$ cat config.mk
export PLATFORM = sky130hd
export DESIGN_NAME = iobus_timer_responder
export DESIGN_NICKNAME = d
export VERILOG_FILES = /design/src/rtl/iobus_timer_pkg.sv /design/src/rtl/iobus_timer_responder_prescaler.sv /design/src/rtl/iobus_timer_responder.sv
export SDC_FILE = /design/constraint.sdc
export NUM_CORES = 1
export LEC_CHECK = 0
export CORE_MARGIN = 3
export CORE_UTILIZATION = 54
export CTS_CLUSTER_DIAMETER = 40
export DETAILED_ROUTE_END_ITERATION = 10
export PLACE_DENSITY = 0.83
export SYNTH_ARGS = -nofsm -noshare
export SYNTH_HDL_FRONTEND = slang
export SYNTH_SLANG_ARGS = --single-unit
$ cat constraint.sdc
create_clock -name CLK -period 4.5 [get_ports CLK]
set_input_delay 0.675 -clock CLK [delete_from_list [all_inputs] [get_ports CLK]]
set_output_delay 0.675 -clock CLK [all_outputs]
set_load 0.02 [all_outputs]
$ cat src/rtl/iobus_timer_pkg.sv
// Shared definitions for the IOBUS machine timer: register offsets,
// CTRL/STATUS bit positions, reset constants and the register-select decode.
package iobus_timer_pkg;

  localparam logic [4:0] OFF_MTIME_LO    = 5'h00;
  localparam logic [4:0] OFF_MTIME_HI    = 5'h04;
  localparam logic [4:0] OFF_MTIMECMP_LO = 5'h08;
  localparam logic [4:0] OFF_MTIMECMP_HI = 5'h0C;
  localparam logic [4:0] OFF_PERIOD      = 5'h10;
  localparam logic [4:0] OFF_CTRL        = 5'h14;
  localparam logic [4:0] OFF_STATUS      = 5'h18;

  localparam int unsigned CTRL_EN           = 0;
  localparam int unsigned CTRL_PERIODIC     = 1;
  localparam int unsigned CTRL_IE           = 2;
  localparam int unsigned CTRL_PRESCALE_LSB = 8;

  localparam int unsigned STAT_PEND  = 0;
  localparam int unsigned STAT_MATCH = 1;

  localparam logic [63:0] MTIMECMP_RST = '1;

  typedef enum logic [2:0] {
    SEL_MTIME_LO,
    SEL_MTIME_HI,
    SEL_MTIMECMP_LO,
    SEL_MTIMECMP_HI,
    SEL_PERIOD,
    SEL_CTRL,
    SEL_STATUS,
    SEL_NONE
  } reg_sel_e;

  // Byte offset within the window to register select; bits [1:0] are ignored.
  function automatic reg_sel_e decode_sel(input logic [4:0] off);
    reg_sel_e sel;
    case (off & 5'h1C)
      OFF_MTIME_LO:    sel = SEL_MTIME_LO;
      OFF_MTIME_HI:    sel = SEL_MTIME_HI;
      OFF_MTIMECMP_LO: sel = SEL_MTIMECMP_LO;
      OFF_MTIMECMP_HI: sel = SEL_MTIMECMP_HI;
      OFF_PERIOD:      sel = SEL_PERIOD;
      OFF_CTRL:        sel = SEL_CTRL;
      OFF_STATUS:      sel = SEL_STATUS;
      default:         sel = SEL_NONE;
    endcase
    return sel;
  endfunction

endpackage

$ cat src/rtl/iobus_timer_responder_prescaler.sv
// Prescaler for the machine timer: emits one tick every PRESCALE+1 enabled
// cycles. Disabled or cleared, the count sits at zero.
module timer_prescaler #(
  parameter int unsigned PRESCALE_W = 8
) (
  input  logic                  CLK,
  input  logic                  RST_N,
  input  logic                  en,
  input  logic [PRESCALE_W-1:0] prescale,
  input  logic                  clear,
  output logic                  tick
);

  logic [PRESCALE_W-1:0] count;

  assign tick = en & (count == prescale);

  // Count up to PRESCALE, then wrap to zero on the tick cycle
  always_ff @(posedge CLK) begin
    if (!RST_N) begin
      count <= '0;
    end else if (clear || !en || tick) begin
      count <= '0;
    end else begin
      count <= count + 1'b1;
    end
  end

endmodule

$ cat src/rtl/iobus_timer_responder.sv
// Memory-mapped 64-bit machine timer on the IOBUS: mtime/mtimecmp with a
// prescaler, one-shot or auto-reload compare, sticky pending flag and a
// level interrupt towards the MCU.
module iobus_timer_responder
  import iobus_timer_pkg::*;
#(
  parameter logic [31:0] BASE_ADDR  = 32'h1100_0200,
  parameter int unsigned PRESCALE_W = 8
) (
  input  logic        CLK,
  input  logic        RST_N,
  input  logic [31:0] IOBUS_ADDR,
  input  logic [31:0] IOBUS_OUT,
  input  logic        IOBUS_WR,
  output logic [31:0] IOBUS_IN,
  output logic        io_hit,
  output logic        timer_int
);

  logic [63:0]           mtime;
  logic [63:0]           mtimecmp;
  logic [31:0]           period;
  logic                  ctrl_en;
  logic                  ctrl_periodic;
  logic                  ctrl_ie;
  logic [PRESCALE_W-1:0] ctrl_prescale;
  logic                  pend;
  logic                  tick;
  logic                  match;
  logic                  hit;
  reg_sel_e              sel;
  logic                  wr_hit;
  logic                  wr_mtime_lo;
  logic                  wr_mtime_hi;
  logic                  wr_cmp_lo;
  logic                  wr_cmp_hi;
  logic                  wr_period;
  logic                  wr_ctrl;
  logic                  wr_status;
  logic [31:0]           ctrl_word;
  logic [31:0]           status_word;
  logic [31:0]           rd_mux;

  assign hit    = (IOBUS_ADDR[31:5] == BASE_ADDR[31:5]);
  assign sel    = decode_sel(IOBUS_ADDR[4:0]);
  assign wr_hit = IOBUS_WR & hit;

  assign wr_mtime_lo = wr_hit & (sel == SEL_MTIME_LO);
  assign wr_mtime_hi = wr_hit & (sel == SEL_MTIME_HI);
  assign wr_cmp_lo   = wr_hit & (sel == SEL_MTIMECMP_LO);
  assign wr_cmp_hi   = wr_hit & (sel == SEL_MTIMECMP_HI);
  assign wr_period   = wr_hit & (sel == SEL_PERIOD);
  assign wr_ctrl     = wr_hit & (sel == SEL_CTRL);
  assign wr_status   = wr_hit & (sel == SEL_STATUS);

  assign match     = ctrl_en & (mtime >= mtimecmp);
  assign timer_int = pend & ctrl_ie;

  timer_prescaler #(
    .PRESCALE_W(PRESCALE_W)
  ) u_prescaler (
    .CLK      (CLK),
    .RST_N    (RST_N),
    .en       (ctrl_en),
    .prescale (ctrl_prescale),
    .clear    (wr_ctrl),
    .tick     (tick)
  );

  // mtime: a software write to either half replaces that half and suppresses
  // the tick increment for the cycle
  always_ff @(posedge CLK) begin
    if (!RST_N) begin
      mtime <= '0;
    end else if (wr_mtime_lo) begin
      mtime[31:0] <= IOBUS_OUT;
    end else if (wr_mtime_hi) begin
      mtime[63:32] <= IOBUS_OUT;
    end else if (tick) begin
      mtime <= mtime + 64'd1;
    end
  end

  // mtimecmp: software write wins over the periodic reload
  always_ff @(posedge CLK) begin
    if (!RST_N) begin
      mtimecmp <= MTIMECMP_RST;
    end else if (wr_cmp_lo) begin
      mtimecmp[31:0] <= IOBUS_OUT;
    end else if (wr_cmp_hi) begin
      mtimecmp[63:32] <= IOBUS_OUT;
    end else if (match && ctrl_periodic) begin
      mtimecmp <= mtimecmp + {32'b0, period};
    end
  end

  // PERIOD and CTRL configuration registers
  always_ff @(posedge CLK) begin
    if (!RST_N) begin
      period        <= '0;
      ctrl_en       <= 1'b0;
      ctrl_periodic <= 1'b0;
      ctrl_ie       <= 1'b0;
      ctrl_prescale <= '0;
    end else begin
      if (wr_period) begin
        period <= IOBUS_OUT;
      end
      if (wr_ctrl) begin
        ctrl_en       <= IOBUS_OUT[CTRL_EN];
        ctrl_periodic <= IOBUS_OUT[CTRL_PERIODIC];
        ctrl_ie       <= IOBUS_OUT[CTRL_IE];
        ctrl_prescale <= IOBUS_OUT[CTRL_PRESCALE_LSB +: PRESCALE_W];
      end
    end
  end

  // Sticky pending flag: a match in the same cycle as write-1-to-clear keeps it set
  always_ff @(posedge CLK) begin
    if (!RST_N) begin
      pend <= 1'b0;
    end else if (match) begin
      pend <= 1'b1;
    end else if (wr_status && IOBUS_OUT[STAT_PEND]) begin
      pend <= 1'b0;
    end
  end

  // Assemble the CTRL and STATUS read words; undefined bits read zero
  always_comb begin
    ctrl_word                                     = '0;
    ctrl_word[CTRL_EN]                            = ctrl_en;
    ctrl_word[CTRL_PERIODIC]                      = ctrl_periodic;
    ctrl_word[CTRL_IE]                            = ctrl_ie;
    ctrl_word[CTRL_PRESCALE_LSB +: PRESCALE_W]    = ctrl_prescale;
    status_word                                   = '0;
    status_word[STAT_PEND]                        = pend;
    status_word[STAT_MATCH]                       = match;
  end

  // Read mux over current register values; misses return zero
  always_comb begin
    rd_mux = '0;
    if (hit) begin
      case (sel)
        SEL_MTIME_LO:    rd_mux = mtime[31:0];
        SEL_MTIME_HI:    rd_mux = mtime[63:32];
        SEL_MTIMECMP_LO: rd_mux = mtimecmp[31:0];
        SEL_MTIMECMP_HI: rd_mux = mtimecmp[63:32];
        SEL_PERIOD:      rd_mux = period;
        SEL_CTRL:        rd_mux = ctrl_word;
        SEL_STATUS:      rd_mux = status_word;
        default:         rd_mux = '0;
      endcase
    end
  end

  // Registered read data and window-hit flag for the top-level read mux
  always_ff @(posedge CLK) begin
    if (!RST_N) begin
      IOBUS_IN <= '0;
      io_hit   <= 1'b0;
    end else begin
      IOBUS_IN <= rd_mux;
      io_hit   <= hit;
    end
  end

endmodule

==> metrics <==
Post-synth top flop dfxtp_1; max cap viols 0; CTS hold repair buffers 0; GRT Residual Overflow 0; WS Path Type flop to flop; htree depth 2; Placed Cells 2,223; largest area contributor in the netlist dfxtp_1; Slowest-stage cell, CP a21oi_4; final instance area 0.0169 mm²; Rows 59; Cells after Synth 1,860; Detail Placement HPWL 39.3 mm; clk sinks 213; DR vias/cell 6.78; Max VDD drop 0.263 mV; area of the multi-input gates 0.00944 mm²; Worst Hold Class flop to flop; Reg clk slew, reported paths 0.05 ns; final core occ 64.7%; I/O Pins 101; die width 169 µm; Synth cell types 74; leakage 7.20 nW; Synth Register Bits 213; Startpoint Class flop; first-pass GRT wire length 82.0 mm; Max Transition Viols Final 0; clk_skew 0.0176 ns; routed vias 15,500; Synth Area per Inst 7.75 µm²; largest net degree at the start of global routing 65; Final Non-Filler Cells 2,288; ANT nets after route 0; Root Driver clkbuf_16; status complete, no violations; Overall Global Routing Usage 36.4%; vias in the first global route 14,300; CP Max Fanout 23; Setup Buffers After CTS 0; gpl congestion 1.05; Hold Fails Final Rpt 0; Detail Route met3 WL 7.81 mm; EDFF count, synth 0; die height 169 µm; final WL 54.2 mm; CTS tree yes; Max Root-Sink Buffers 3; final setup fails 0; Mapped Area 0.0144 mm²; worst-path cell chain inv_1 -> ha_1 -> nand4_1 -> or4_1 -> nor3_1 -> nand4_1 -> a2bb2oi_1 -> a21bo_4 -> a21oi_4 -> mux2i_1 -> or4_1; Final min period 4.23 ns; synth top area cells dfxtp_1 30%, ha_1 8.5%, a21oi_1 7.4%, nand2_1 5.2%, nor2_1 5.0%; highest clock rate 237 MHz; register area share after synthesis 29.6%; top layer in use met4; layout cells sized above 1 8.20%; Synth top area share 29.6%; WP data arrival 4.62 ns; setup TNS 0 ns; Synth Warn # 0; # fillers 2,234; Nets 2,092; M1 wire length 21.2 mm; Slew HR 12.9%; CP Data Required Time 4.89 ns; PD cells 290 mW/mm²; initial DRC count 2,003; CTS resizes 0; area delta synth->final 17.3%; Pwr Total 4.91 mW; Final Cycle Share 94.0%; worst-skew pair later-pin latency 0.52 ns; Setup crit end kind flop; Slew @ Worst Pin 1.30 ns; Mapped Nets 2,026; unrepaired setup endpoints after global routing false; placed inst area 0.0157 mm²; die area 0.0287 mm²; clock buffer count from CTS 36; drt drc 0; register area 0.00426 mm²; Async SR Flop Fraction 0%; routed len/inst 23.7 µm; met2 routed WL 22.3 mm; Placeable Area 0.0261 mm²; antenna violations before repair 1; I/O Buffers 98; initial core utilization 55.2%; max incr delay on CP 0.68 ns; Initial DRT Pass Iterations 6
-- sequential cells by signal, indices dropped and copies added, names as in the netlist --
signal and flops:
ctrl_en 1, ctrl_prescale 8, ctrl_periodic 1, IOBUS_IN 32, mtime 64, u_prescaler.count 8, period 32, mtimecmp 64
ctrl_ie 1, pend 1, io_hit 1
-- layout make-up --
| class | count | share of cell area, % |
|---|---|---|
| Clock buffer | 45 | 5.83 |
| Antenna cell | 1 | 0.0148 |
| Clock inverter | 19 | 1.19 |
| Timing Repair Buffer | 139 | 7.60 |
| Multi-Input combinational cell | 1453 | 55.8 |
| Tap cell | 335 | 2.48 |
| Sequential cell | 213 | 25.2 |
| Inverter | 83 | 1.85 |
-- cell usage in the layout (no fill, tap or decap), types with 12 or more instances in the layout --
| master | n |
|---|---|
| o21ai_0 | 93 |
| a22oi_1 | 38 |
| and4_1 | 12 |
| a21o_1 | 20 |
| xnor2_1 | 35 |
| a31oi_1 | 21 |
| nor3_1 | 40 |
| o31ai_1 | 15 |
| nor2_1 | 191 |
| clkdlybuf4s50_1 | 95 |
| inv_1 | 81 |
| dfxtp_1 | 213 |
| a21oi_1 | 213 |
| ha_1 | 98 |
| and2_1 | 21 |
| buf_4 | 40 |
| a211oi_1 | 38 |
| nand3_1 | 62 |
| nand4_1 | 38 |
| nand2_1 | 201 |
| nor4_1 | 15 |
| and3_1 | 29 |
| o22ai_1 | 12 |
| xor2_1 | 32 |
| a311oi_1 | 13 |
| mux2i_1 | 19 |
| or3_1 | 14 |
| clkbuf_16 | 37 |
| mux4_2 | 25 |
-- logic make-up (layout without fill, tap and decap cells) --
group / Yosys count / count (layout) / share of synthesized area [%]
muxes: 55 / 55 / 6.08
DFF: 213 / 213 / 29.6
AOI/OAI and AO/OA: 570 / 570 / 25.1
and+or+nand+nor: 662 / 662 / 21.5
buffers and inverters: 194 / 286 / 5.09
adders and majority gates: 99 / 99 / 8.64
xor gates and xnor gates: 67 / 67 / 4.07
other: 0 / 1 / 0
-- per-layer routing --
| metal | track usage [%] | vias to the layer above |
|---|---|---|
| li1 | - | 6994 |
| met2 | 52.7 | 1101 |
| met3 | 9.46 | 203 |
| met1 | 50.7 | 7225 |
| met5 | 0 | - |
| met4 | 17.1 | 0 |
-- report_power, final --
group | internal, mW | total (mW) | switching, mW
registers | 1.89 | 1.89 | 0.00390
logic | 0.0963 | 0.272 | 0.175
clock network | 1.73 | 2.75 | 1.02
-- critical path, delay by kind of cell (launching register included) --
| kind | cells | cell delay, ns |
|---|---|---|
| AND/OR/NAND/NOR | 5 | 1.96 |
| buffers and inverters | 1 | 0.09 |
| adder cells (fa/ha/maj) | 1 | 0.29 |
| flip-flops | 1 | 0.41 |
| multiplexers | 1 | 0.15 |
| AO/OA/AOI/OAI | 3 | 1.21 |
-- per-stage QoR --
step / hold slack [ns] / setup WS, ns
after floorplan: 0.448 / 1.29
after global placement: 0.463 / 0.468
after detailed placement: 0.468 / 0.398
after CTS: 0.475 / 0.339
after global routing: 0.497 / 0.0799
final: 0.479 / 0.272
-- cell usage after synthesis (11+ instances only) --
| cell | instances |
|---|---|
| a211oi_1 | 38 |
| a21o_1 | 20 |
| a21oi_1 | 213 |
| a22oi_1 | 38 |
| a311oi_1 | 13 |
| a31oi_1 | 21 |
| and2_1 | 22 |
| and3_1 | 29 |
| and4_1 | 12 |
| clkbuf_1 | 98 |
| dfxtp_1 | 213 |
| ha_1 | 98 |
| inv_1 | 81 |
| mux2_2 | 11 |
| mux2i_1 | 19 |
| mux4_2 | 25 |
| nand2_1 | 201 |
| nand3_1 | 63 |
| nand4_1 | 38 |
| nor2_1 | 191 |
| nor3_1 | 41 |
| nor4_1 | 16 |
| o211ai_1 | 11 |
| o21ai_0 | 93 |
| o22ai_1 | 12 |
| o31ai_1 | 15 |
| or3_1 | 14 |
| xnor2_1 | 35 |
| xor2_1 | 32 |
-- final timing paths --
kind	depth (start not counted)	from	to	slack [ns]
max	11	mtimecmp[61]	mtimecmp[37]	0.27
min	2	period[4]	period[4]	0.48
max reg2reg	11	mtimecmp[61]	mtimecmp[37]	0.27
min reg2reg	2	period[4]	period[4]	0.48
Power figures use the tool's default switching activity.
